===== src/rtl/sd_session_ctrl.sv =====
// ---------------------------------------------------------------------------
// sd_session_ctrl
//
// Top-level sequencer for one encrypt/decrypt pass over the SD card. It
// debounces the user start button, pulses the SD protocol block through a
// local reset and a start strobe, then supervises the block's success/fail
// flags. A failed attempt is retried (local reset + start again) up to
// MAX_RETRIES times before the session is declared failed.
//
// Optional build macro:
//   SESSION_WATCHDOG_EN - adds a 32-bit per-attempt timeout. An attempt that
//                         stays in WAIT for WATCHDOG_CYCLES cycles counts as
//                         a failure. Without the macro, WAIT exits only on the
//                         SD block flags.
//
// Ports:
//   iclk        system clock (36 MHz)
//   irst        synchronous active-high reset
//   ibutton     raw asynchronous start button, active-high
//   osd_rst     local reset to the SD block, high for RST_CYCLES cycles
//   osd_start   one-cycle start strobe to the SD block
//   isd_success SD block success flag (level)
//   isd_fail    SD block fail flag (level)
//   obusy       session in progress
//   odone       last session succeeded (held until the next request)
//   oerror      last session failed after all retries (held)
//   oretries    retries consumed in the current/last session
//
// All outputs are registered.
// ---------------------------------------------------------------------------
module sd_session_ctrl #(
    parameter int unsigned DEBOUNCE_CYCLES = 360000,
    parameter int unsigned MAX_RETRIES     = 3,
    parameter int unsigned RST_CYCLES      = 4,
    parameter int unsigned WATCHDOG_CYCLES = 1080000000
) (
    input  logic       iclk,
    input  logic       irst,
    input  logic       ibutton,
    output logic       osd_rst,
    output logic       osd_start,
    input  logic       isd_success,
    input  logic       isd_fail,
    output logic       obusy,
    output logic       odone,
    output logic       oerror,
    output logic [3:0] oretries
);

    localparam int unsigned DB_W = (DEBOUNCE_CYCLES > 1) ? $clog2(DEBOUNCE_CYCLES) : 1;
    localparam int unsigned RC_W = (RST_CYCLES > 1) ? $clog2(RST_CYCLES) : 1;

    localparam logic [DB_W-1:0] DB_LAST   = DB_W'(DEBOUNCE_CYCLES - 1);
    localparam logic [RC_W-1:0] RC_LAST   = RC_W'(RST_CYCLES - 1);
    localparam logic [3:0]      RETRY_MAX = 4'(MAX_RETRIES);
    localparam logic [1:0]      BLANK_LEN = 2'd2;

    if (DEBOUNCE_CYCLES < 2 || MAX_RETRIES > 15 || RST_CYCLES < 1 || WATCHDOG_CYCLES < 2)
    begin : g_param_check
        $error("sd_session_ctrl: parameter out of range");
    end

    // -----------------------------------------------------------------------
    // Button path: 2-flop synchroniser, run-length stability counter.
    // -----------------------------------------------------------------------
    logic            btn_meta;
    logic            btn_sync;
    logic            btn_last;
    logic [DB_W-1:0] run_cnt;
    logic [DB_W-1:0] run_nxt;
    logic            db_accept;
    logic            db_level;
    logic            db_valid;
    logic            btn_req;

    // run_cnt holds (length of the current run of equal samples) - 1,
    // saturating once the run is long enough to be accepted.
    always_comb begin
        run_nxt = '0;
        if (btn_sync == btn_last) begin
            run_nxt = (run_cnt == DB_LAST) ? run_cnt : run_cnt + DB_W'(1);
        end
        db_accept = (run_nxt == DB_LAST);
    end

    // db_valid stays low until a first level has been accepted after reset, so
    // a button held through reset is taken as the baseline rather than a press.
    always_ff @(posedge iclk) begin
        if (irst) begin
            btn_meta <= 1'b0;
            btn_sync <= 1'b0;
            btn_last <= 1'b0;
            run_cnt  <= '0;
            db_level <= 1'b0;
            db_valid <= 1'b0;
            btn_req  <= 1'b0;
        end else begin
            btn_meta <= ibutton;
            btn_sync <= btn_meta;
            btn_last <= btn_sync;
            run_cnt  <= run_nxt;
            btn_req  <= 1'b0;
            if (db_accept) begin
                db_level <= btn_sync;
                db_valid <= 1'b1;
                btn_req  <= db_valid && btn_sync && !db_level;
            end
        end
    end

    // -----------------------------------------------------------------------
    // Session FSM
    // -----------------------------------------------------------------------
    typedef enum logic [2:0] {
        S_IDLE,
        S_SDRST,
        S_START,
        S_WAIT,
        S_DONE,
        S_ERROR
    } state_t;

    state_t          state;
    state_t          state_d;
    logic [RC_W-1:0] rst_cnt;
    logic [RC_W-1:0] rst_cnt_d;
    logic [1:0]      blank_cnt;
    logic [1:0]      blank_cnt_d;
    logic [3:0]      retries_d;
    logic            done_d;
    logic            error_d;
    logic            flags_live;
    logic            fail_evt;

`ifdef SESSION_WATCHDOG_EN
    localparam logic [31:0] WD_LAST = 32'(WATCHDOG_CYCLES - 1);
    logic [31:0] wd_cnt;
    logic [31:0] wd_cnt_d;
`endif

    always_comb begin
        state_d     = state;
        rst_cnt_d   = rst_cnt;
        blank_cnt_d = blank_cnt;
        retries_d   = oretries;
        done_d      = odone;
        error_d     = oerror;
        flags_live  = 1'b0;
        fail_evt    = 1'b0;
`ifdef SESSION_WATCHDOG_EN
        wd_cnt_d    = wd_cnt;
`endif

        case (state)
            S_IDLE, S_DONE, S_ERROR: begin
                if (btn_req) begin
                    state_d   = S_SDRST;
                    rst_cnt_d = '0;
                    retries_d = '0;
                    done_d    = 1'b0;
                    error_d   = 1'b0;
                end
            end

            S_SDRST: begin
                if (rst_cnt == RC_LAST) begin
                    state_d = S_START;
                end else begin
                    rst_cnt_d = rst_cnt + RC_W'(1);
                end
            end

            S_START: begin
                state_d     = S_WAIT;
                blank_cnt_d = '0;
`ifdef SESSION_WATCHDOG_EN
                wd_cnt_d    = '0;
`endif
            end

            S_WAIT: begin
                flags_live = (blank_cnt == BLANK_LEN);
                if (!flags_live) begin
                    blank_cnt_d = blank_cnt + 2'd1;
                end
`ifdef SESSION_WATCHDOG_EN
                wd_cnt_d = wd_cnt + 32'd1;
`endif
                // Flags outrank the watchdog; fail outranks success.
                if (flags_live && isd_fail) begin
                    fail_evt = 1'b1;
                end else if (flags_live && isd_success) begin
                    state_d = S_DONE;
                    done_d  = 1'b1;
                end
`ifdef SESSION_WATCHDOG_EN
                else if (wd_cnt == WD_LAST) begin
                    fail_evt = 1'b1;
                end
`endif

                if (fail_evt) begin
                    if (oretries < RETRY_MAX) begin
                        retries_d = oretries + 4'd1;
                        rst_cnt_d = '0;
                        state_d   = S_SDRST;
                    end else begin
                        state_d = S_ERROR;
                        error_d = 1'b1;
                    end
                end
            end

            default: begin
                state_d = S_IDLE;
            end
        endcase
    end

    // Strobe outputs are decoded from the next state so they line up with
    // the registered state rather than trailing it by a cycle.
    always_ff @(posedge iclk) begin
        if (irst) begin
            state     <= S_IDLE;
            rst_cnt   <= '0;
            blank_cnt <= '0;
            osd_rst   <= 1'b0;
            osd_start <= 1'b0;
            obusy     <= 1'b0;
            odone     <= 1'b0;
            oerror    <= 1'b0;
            oretries  <= '0;
`ifdef SESSION_WATCHDOG_EN
            wd_cnt    <= '0;
`endif
        end else begin
            state     <= state_d;
            rst_cnt   <= rst_cnt_d;
            blank_cnt <= blank_cnt_d;
            osd_rst   <= (state_d == S_SDRST);
            osd_start <= (state_d == S_START);
            obusy     <= (state_d inside {S_SDRST, S_START, S_WAIT});
            odone     <= done_d;
            oerror    <= error_d;
            oretries  <= retries_d;
`ifdef SESSION_WATCHDOG_EN
            wd_cnt    <= wd_cnt_d;
`endif
        end
    end

endmodule


===== config.mk =====
export PLATFORM = sky130hd
export DESIGN_NAME = sd_session_ctrl
export DESIGN_NICKNAME = d
export VERILOG_FILES = /design/src/rtl/sd_session_ctrl.sv
export SDC_FILE = /design/constraint.sdc
export NUM_CORES = 1
export LEC_CHECK = 0
export CAP_MARGIN = 5
export CORE_MARGIN = 3
export CORE_UTILIZATION = 35
export DETAILED_ROUTE_END_ITERATION = 8
export HOLD_SLACK_MARGIN = 0.12
export PLACE_DENSITY = 0.49
export RECOVER_POWER = 25
export SYNTH_ARGS = -nofsm -noshare
export SYNTH_HDL_FRONTEND = slang
export SYNTH_SLANG_ARGS = --single-unit

===== constraint.sdc =====
create_clock -name iclk -period 4 [get_ports iclk]
set_input_delay 0.8 -clock iclk [delete_from_list [all_inputs] [get_ports iclk]]
set_output_delay 0.8 -clock iclk [all_outputs]
set_load 0.02 [all_outputs]

Yosys cells after proc, flatten, opt, wreduce, memory -nomap -nowiden

Cells that the tools add are included.

Input bits: 5
Output and inout port bits: 9
ROM bits: 0
Flip-flop bits (word level): 41
Bits in latches: 0
Memories: 0
Logic and storage cells: 89
Bits in writable memories: 0

Div/mod/pow operators: 0
Eq/ne operators: 21
$lt $le $gt $ge: 1
Bitwise operators: 1
Shift operators: 0
Reduce and logical (&&, ||, !) cells: 17
Multiply operators: 0
Mux-type cells: 29
Add/subtract/negate cells: 4

Operator list:

| operator                                           | number |
|---|---|
| == test 19 bit, second input constant              | 2 |
| two-way mux 19 bit                                 | 2 |
| adder 19 x 1 -> 19 bit, second input constant      | 1 |
| two-way mux 3 bit                                  | 6 |
| inequality test 2 bit, second input constant       | 8 |
| == test 3 x 2 -> 1 bit, second input constant      | 4 |
| two-way mux 4 bit                                  | 3 |
| one-hot mux 3 bit (4 select lines)                 | 1 |
| AND reduction 4 bit                                | 3 |
| two-way mux 2 bit                                  | 5 |
| one-hot mux 4 bit (2 select lines)                 | 1 |
| two-way mux 1 bit                                  | 7 |
| == test 3 x 1 -> 1 bit, second input constant      | 2 |
| == test 3 bit, second input constant               | 2 |
| one-hot mux 2 bit (3 select lines)                 | 1 |
| nonzero test 3 bit                                 | 2 |
| AND reduction 5 bit                                | 1 |
| adder 2 x 1 -> 2 bit, second input constant        | 2 |
| adder 4 x 1 -> 4 bit, second input constant        | 1 |
| == test 2 bit, second input constant               | 2 |
| logical AND 1 bit                                  | 4 |
| < comparator 4 x 2 -> 1 bit, second input constant | 1 |
| one-hot mux 1 bit (2 select lines)                 | 2 |
| one-hot mux 2 bit (2 select lines)                 | 1 |
| other kinds (8)                                    | 9 |

Longest topological paths before layout

Gate-level depths: netlist of the first run.

Depth after elaboration: 8
Gate-level depth with buffers: 9
Depth with buffers taken out: 9

Worst setup path before layout of the first run

OpenSTA, ideal clock, no wires.

Path kind: register -> register
Start: register run_cnt[0]
End: register db_level
Path slack: 1.265 ns
Cell stages (with the launch flop): 9
Period minus slack after synthesis: 2.735 ns
Required time: 3.879 ns
Arrival time: 2.614 ns
Path buffers: 0
Setup time: 0.121 ns
Path through: dfxtp_1 -> ha_1 -> nand3_1 -> or4_1 -> a2111oi_0 -> o2bb2ai_1 -> a211o_1 -> or4_4 -> mux2i_1

Word-level cells in the longest chain between the ends: 4
Elaborated cells between the ends (all ways): 5
Classes of those cells: add/sub (1); eq/ne (2); mux (2)

RTL lines:

| element                                                         | line | RTL |
|---|---|---|
| start, declared                                                 | 69   | `logic [DB_W-1:0] run_cnt;` |
| start signal, assigned                                          | 101  | `run_cnt <= run_nxt;` |
| adder 19 x 1 -> 19 bit / == test 19 bit (equally long branches) | 81   | `run_nxt = (run_cnt == DB_LAST) ? run_cnt : run_cnt + DB_W'(1);` |
| two-way mux 19 bit (*)                                          | 81   |  |
| two-way mux 19 bit (*)                                          | 80   | `if (btn_sync == btn_last) begin` |
| == test 19 bit (*)                                              | 83   | `db_accept = (run_nxt == DB_LAST);` |
| end signal, assigned                                            | 104  | `db_level <= btn_sync;` |
| end, declared                                                   | 72   | `logic db_level;` |

Every way passes the cells marked *; elsewhere a longest branch is shown, timed or not.
A chain may end at the register's enable or synchronous reset.

Worst setup path in the final report of the first run

Ends and elaborated chain as after synthesis.

==> results of run 1 <==
## how the worst min path moves through the flow
stage                          startpoint             endpoint  slack (ns)
finish                btn_meta$_SDFF_PP0_  btn_sync$_SDFF_PP0_        0.44
global route          btn_meta$_SDFF_PP0_  btn_sync$_SDFF_PP0_        0.47
CTS                   btn_meta$_SDFF_PP0_  btn_sync$_SDFF_PP0_        0.45
detailed placement    btn_meta$_SDFF_PP0_  btn_sync$_SDFF_PP0_        0.42
global placement      btn_meta$_SDFF_PP0_  btn_sync$_SDFF_PP0_        0.42
floorplan           db_level$_SDFFE_PP0N_   btn_req$_SDFF_PP0_        0.41
## cells by family (layout without fill, tap and decap cells)
logic type               after synthesis  in the layout  share of synthesized area (%)
AND/OR/NAND/NOR                      121            121                           32.1
flip-flops                            41             41                           41.9
AO/OA/AOI/OAI                         34             34                           11.3
XOR/XNOR                              16             16                           7.16
buffers and inverters                 15             27                           3.39
adder cells (fa/ha/maj)                4              4                           2.56
multiplexers                           3              3                           1.53
## sequential cells by signal (all words and copies together) (netlist names), 2 cells and up
| name | cells |
|---|---|
| oretries | 4 |
| rst_cnt | 2 |
| state | 3 |
| blank_cnt | 2 |
| run_cnt | 19 |
## power breakdown
group	internal, mW	switching, mW
clock network	0.251	0.156
registers	0.411	0.00439
logic	0.0109	0.0155
## synthesized netlist by cell type (all sizes together), types with 5 or more instances
master	count
nor2	38
and3	5
dfxtp	41
inv	5
xnor2	8
a21oi	14
clkbuf	7
and2	6
nand2	20
nand3	10
nor3	12
nand2b	5
xor2	8
## area by class of cell
| type | instances | share of cell area, % |
|---|---|---|
| Inverter | 5 | 0.827 |
| Tap cell | 70 | 3.86 |
| Sequential cell | 41 | 36.2 |
| Clock buffer | 5 | 3.03 |
| Multi-Input combinational cell | 178 | 47.2 |
| Clock inverter | 3 | 3.03 |
| Timing Repair Buffer | 14 | 5.90 |
## critical path: stages (launching register included)
cell and delay (ns):
dfxtp_1 0.45, ha_1 0.30, nand3_1 0.25, or4_1 0.52
a2111oi_0 0.43, o2bb2ai_1 0.16, a211o_1 0.30, or4_4 0.45
mux2i_1 0.13
## per-layer routing
metal	share of wire [%]	vias up
li1	-	836
met1	47	743
met2	48	25
met3	2.8	8
met4	2.1	0
met5	0	-
## per-stage QoR
step | total power [mW] | util (%) | std cells | area (um^2) | hold WS (ns)
final | 0.849 | 43.0 | 316 | 2270 | 0.443
after global routing | 0.877 | 43.0 | 316 | 2270 | 0.468
after CTS | 0.857 | 43.1 | 316 | 2270 | 0.447
after detailed placement | 0.452 | 40.5 | 308 | 2130 | 0.425
after global placement | 0.453 | 40.5 | 308 | 2130 | 0.420
after floorplan | 0.443 | - | 234 | 1960 | 0.413
==> results by group, run 1 <==
Timing
  • Relative slew margins: 39.4%
  • Post-route setup slack: 0.913 ns
  • RSZ-0062 raised after global routing: no
  • Post-layout min period: 3.09 ns
  • Setup Skew: 0.00561 ns
  • Fin. Hold Viols: 0
  • Worst Tran Pin Value: 0.909 ns
  • Max Slew Vio Count: 0
  • Final Cycle Share: 77.2%
  • Final setup viols: 0
  • Max frequency: between 300 and 400 MHz
  • Post-Route Setup TNS: 0 ns

Routing
  • Via density: 5.10
  • Via count: 1612
  • Final ANT Viol Nets: 0
  • Final wirelength: a little over 4000 um
  • DR WL/cell: 12.7 um
  • Pre-antenna DRT Iters: 4
  • Remaining DRCs: 0
  • Iter 0 DRT Violations: roughly 90

Setup path
  • Crit Path Max Fanout: 7
  • Startpoint types: flip-flop
  • WP data arrival: 3.27 ns
  • RR Endpoint: db_level$_SDFFE_PP0N_
  • Cells on worst reg2reg path: 8
  • Reg2reg setup slack: 0.91 ns
  • Worst R2R Start: run_cnt[0]$_SDFF_PP0_
  • Crit. End Element: flip-flop
  • Worst setup path endpoint: db_level$_SDFFE_PP0N_
  • Worst EP required: 4.18 ns
  • Crit path from: run_cnt[0]$_SDFF_PP0_
  • Setup CP Type: reg -> reg

Synth
  • Synth top area cells: dfxtp_1 (42%), nor2_1 (7.1%), nand2_1 (3.8%)
  • Sequential share of the synthesized area: 41.9%
  • Post-synth EDFFs: 0
  • Area leader, netlist: dfxtp_1
  • Ys async rst share: 0%
  • Syn Inst Count: 234
  • Synth warn: 0
  • Distinct cells, synth: 43
  • Synth Register Bits: 41
  • Primary FF master, synth: dfxtp_1
  • Top-area cell type share of the netlist area: about two fifths
  • Synthesized Nets: 243
  • Synth Cell Area: just under 0.002 mm^2
  • Syn Area/Cell: 8.36 um^2

Clock network
  • Buffer count from post-CTS setup fixing: 0
  • TritonCTS clock tree: yes
  • Post-CTS sizing: 0
  • # clock sinks: about 40
  • Clk slew on worst S/H paths: 0.08 ns
  • Clk root buf: clkbuf_8
  • Num CTS Buffers: 5
  • Htree depth: 2
  • Worst-Skew Late Latency: 0.29 ns
  • Cts hold-fix bufs: 0
  • Clock buffer depth: 2

Die
  • Starting Density: between 30% and 40%
  • Die Ht: 80.8 um
  • I/O pins: 14
  • Die Width: 80.8 um
  • Row count: 26
  • Die area: 0.00652 mm^2
  • Core Area: 0.00527 mm^2

Global route
  • Busiest grt layer: met2
  • GR Util All Layers: 13.6%
  • Grt ovf: 0
  • First-pass GRT wire length: approximately 7000 um
  • M1 GR Usage: between 10% and 20%
  • Initial antenna violation count: 0
  • Met3 Use GR: between 2 and 3%
  • Vias in the first global route: 1530
  • Largest net degree at the start of global routing: 21
  • M2 GR Usage: 23.5%

Layout
  • Commonest non-fill, non-tap cell in the layout: dfxtp_1
  • Fin nets: 254
  • Most frequent cells in the layout: dfxtp_1 (41), nor2_1 (37), nand2_1 (20)
  • Share of post-route cells with drive strength above 1: 5.28%
  • Fillcell total: roughly 540
  • Reg area: a little over 800 um^2
  • Layout area overhead: 15.9%
  • Multi-input gate area: about 0.0011 mm^2
  • Antenna cells: 0

Placed design
  • Placement Setup Slack: 0.976 ns
  • Post-DP HPWL: 2880 um
  • GP Congestion: 0.770
  • # port buffers: 13

Power
  • Maximum VDD drop: ~230 uV
  • Lkg Pwr: 0.779 nW
  • P per Cell Area: ~370 mW/mm^2

Flow run
  • Max-cap violation count: 0

Worst hold path
  • Worst hold path class: reg -> reg
  • Hold path depth: 1

Run status
  • Status: complete, no violations
No activity file was read; power rests on OpenSTA's default activity.
==> run 2: changes to the inputs <==
clock period = 3.1 ns   (was 4 ns; I/O delays follow)
==> run 2 against run 1 <==
Against the previous run:
- die area is the same
- sequential power rose by 29%
- critical path depth fell by 1
==> results by group, run 2 (synthesized netlist as in run 1, its figures left out) <==
Routing
  • Via density: 4.98 (was 5.10)
  • Final wirelength: 4030 um (about the same)
  • DR WL/cell: 12.5 um (was 12.7 um)
  • Pre-antenna DRT Iters: 4 (unchanged)
  • Iter 0 DRT Violations: 79 (was 88)
  • Final ANT Viol Nets: 0 (unchanged)
  • Via count: 1610 (was 1612)
  • Remaining DRCs: 0 (unchanged)

Power
  • P per Cell Area: 412 mW/mm^2 (was 374 mW/mm^2)
  • Maximum VDD drop: 185 uV (was 226 uV)
  • Final Power: 0.938 mW (was 0.849 mW)
  • Lkg Pwr: 0.789 nW (was 0.779 nW)

Timing
  • Fin. Hold Viols: 0 (unchanged)
  • Post-Route Setup TNS: 0 ns (unchanged)
  • Final setup viols: 0 (unchanged)
  • Setup Skew: 0.00941 ns (was 0.00561 ns)
  • Worst Tran Pin Value: 0.844 ns (was 0.909 ns)
  • Post-layout min period: 2.88 ns (was 3.09 ns)
  • Post-route setup slack: 0.224 ns (was 0.913 ns)
  • Final Cycle Share: 92.8% (was 77.2%)
  • Relative slew margins: 43.7% (was 39.4%)
  • Max Slew Vio Count: 0 (unchanged)
  • RSZ-0062 raised after global routing: no (unchanged)
  • Max frequency: 348 MHz (was 324 MHz)

Die
  • Die Ht: 80.8 um (unchanged)
  • I/O pins: 14 (unchanged)
  • Row count: 26 (unchanged)
  • Die area: 0.00652 mm^2 (unchanged)
  • Core Area: 0.00527 mm^2 (unchanged)
  • Die Width: 80.8 um (unchanged)
  • Starting Density: 37.1% (unchanged)

Clock network
  • Num CTS Buffers: 5 (unchanged)
  • # clock sinks: 41 (unchanged)
  • Clk slew on worst S/H paths: 0.09 ns (was 0.08 ns)
  • TritonCTS clock tree: yes (unchanged)
  • Clock buffer depth: 2 (unchanged)
  • Clk root buf: clkbuf_8 (unchanged)
  • Buffer count from post-CTS setup fixing: 0 (unchanged)
  • Worst-Skew Late Latency: 0.30 ns (was 0.29 ns)
  • Htree depth: 2 (unchanged)

Layout
  • Share of post-route cells with drive strength above 1: 7.91% (was 5.28%)
  • Most frequent cells in the layout: dfxtp_1 (41), nor2_1 (37), nand2_1 (20) (unchanged)
  • Top Registers: run_cnt (19), oretries (4), state (3) (unchanged)
  • Fillcell total: 561 (was 544)
  • Antenna cells: 0 (unchanged)
  • Reg area: 821 um^2 (unchanged)
  • Commonest non-fill, non-tap cell in the layout: dfxtp_1 (unchanged)
  • Multi-input gate area: 0.00107 mm^2 (about the same)
  • Fin nets: 261 (was 254)
  • Layout area overhead: 16.4% (was 15.9%)
  • Max FFs per register: 19 (unchanged)
  • Largest reg by FF count: run_cnt (unchanged)

Setup path
  • Crit Path Max Fanout: 9 (was 7)
  • Crit. End Element: flip-flop (unchanged)
  • Startpoint types: flip-flop (unchanged)
  • Setup CP Type: reg -> reg (unchanged)
  • Worst EP required: 3.30 ns (was 4.18 ns)
  • WP data arrival: 3.08 ns (was 3.27 ns)

Placed design
  • # port buffers: 13 (unchanged)
  • Placement Setup Slack: 0.243 ns (was 0.976 ns)
  • Post-DP HPWL: 2950 um (was 2880 um)
  • GP Congestion: 0.821 (was 0.770)

Global route
  • Grt ovf: 0 (unchanged)
  • First-pass GRT wire length: 7160 um (was 6970 um)
  • Largest net degree at the start of global routing: 21 (unchanged)
  • Vias in the first global route: 1559 (was 1530)
  • Initial antenna violation count: 0 (unchanged)
  • GR Util All Layers: 14.3% (was 13.6%)

Worst hold path
  • Worst hold path class: reg -> reg (unchanged)

Flow run
  • Max-cap violation count: 0 (unchanged)

Run status
  • Status: complete, no violations (unchanged)
## run 2: changes by cell type in the layout (fill, tap and decap cells not counted), sizes merged
cell,before,now
inv,6,7
clkinvlp,0,1
bufinv,2,0
buf,0,7
## run 2: worst paths after layout
kind,start,to,slack [ns],cells past startpoint
setup reg to reg,run_cnt[7]$_SDFF_PP0_,db_level$_SDFFE_PP0N_,0.22,7
hold reg to reg,db_level$_SDFFE_PP0N_,btn_req$_SDFF_PP0_,0.44,1
setup / recovery,run_cnt[7]$_SDFF_PP0_,db_level$_SDFFE_PP0N_,0.22,7
hold / removal,db_level$_SDFFE_PP0N_,btn_req$_SDFF_PP0_,0.44,1
## run 2: timing repair
item,in CTS,in global routing
setup endpoints to repair,0,3
resized for setup,0,1
hold buffers,0,0
## run 2: through the flow
step | instances | hold slack (ns) | utilization [%] | instance area, um^2
3_5_place_dp | 315 | 0.425 | 41.5 | 2190
2_1_floorplan | 234 | 0.413 | - | 1960
3_3_place_gp | 315 | 0.422 | 41.5 | 2190
5_1_grt | 323 | 0.471 | 43.2 | 2280
6_report | 323 | 0.439 | 43.2 | 2280
4_1_cts | 323 | 0.443 | 43.3 | 2280
## run 2: cell type report
| class | count | area share [%] |
|---|---|---|
| Multi-Input combinational cell | 178 | 47.0 |
| Timing Repair Buffer | 21 | 8.18 |
| Sequential cell | 41 | 36.0 |
| Inverter | 5 | 0.824 |
| Tap cell | 70 | 3.84 |
| Clock buffer | 5 | 3.02 |
| Clock inverter | 3 | 1.10 |
## run 2: power by group
group / internal (mW) / switching [mW] / total (mW)
registers: 0.531 / 0.00536 / 0.536
clock network: 0.164 / 0.204 / 0.368
logic: 0.0140 / 0.0194 / 0.0334
## run 2: worst max-delay path, stage by stage (launching register included)
cell and delay, ns:
dfxtp_1 0.38, or4b_1 0.51, or4_1 0.45, or3_1 0.50
nor2_4 0.14, o22ai_1 0.09, or4_4 0.55, mux2i_1 0.13
## run 2: metal layers
layer  up-vias  wire [um]  global-route usage, %
met4         0         63                   7.26
met2        18       1980                   24.3
met3         6        132                   3.44
met1       733       1860                   16.9
li1        853          -                      -
met5         -          0                      0
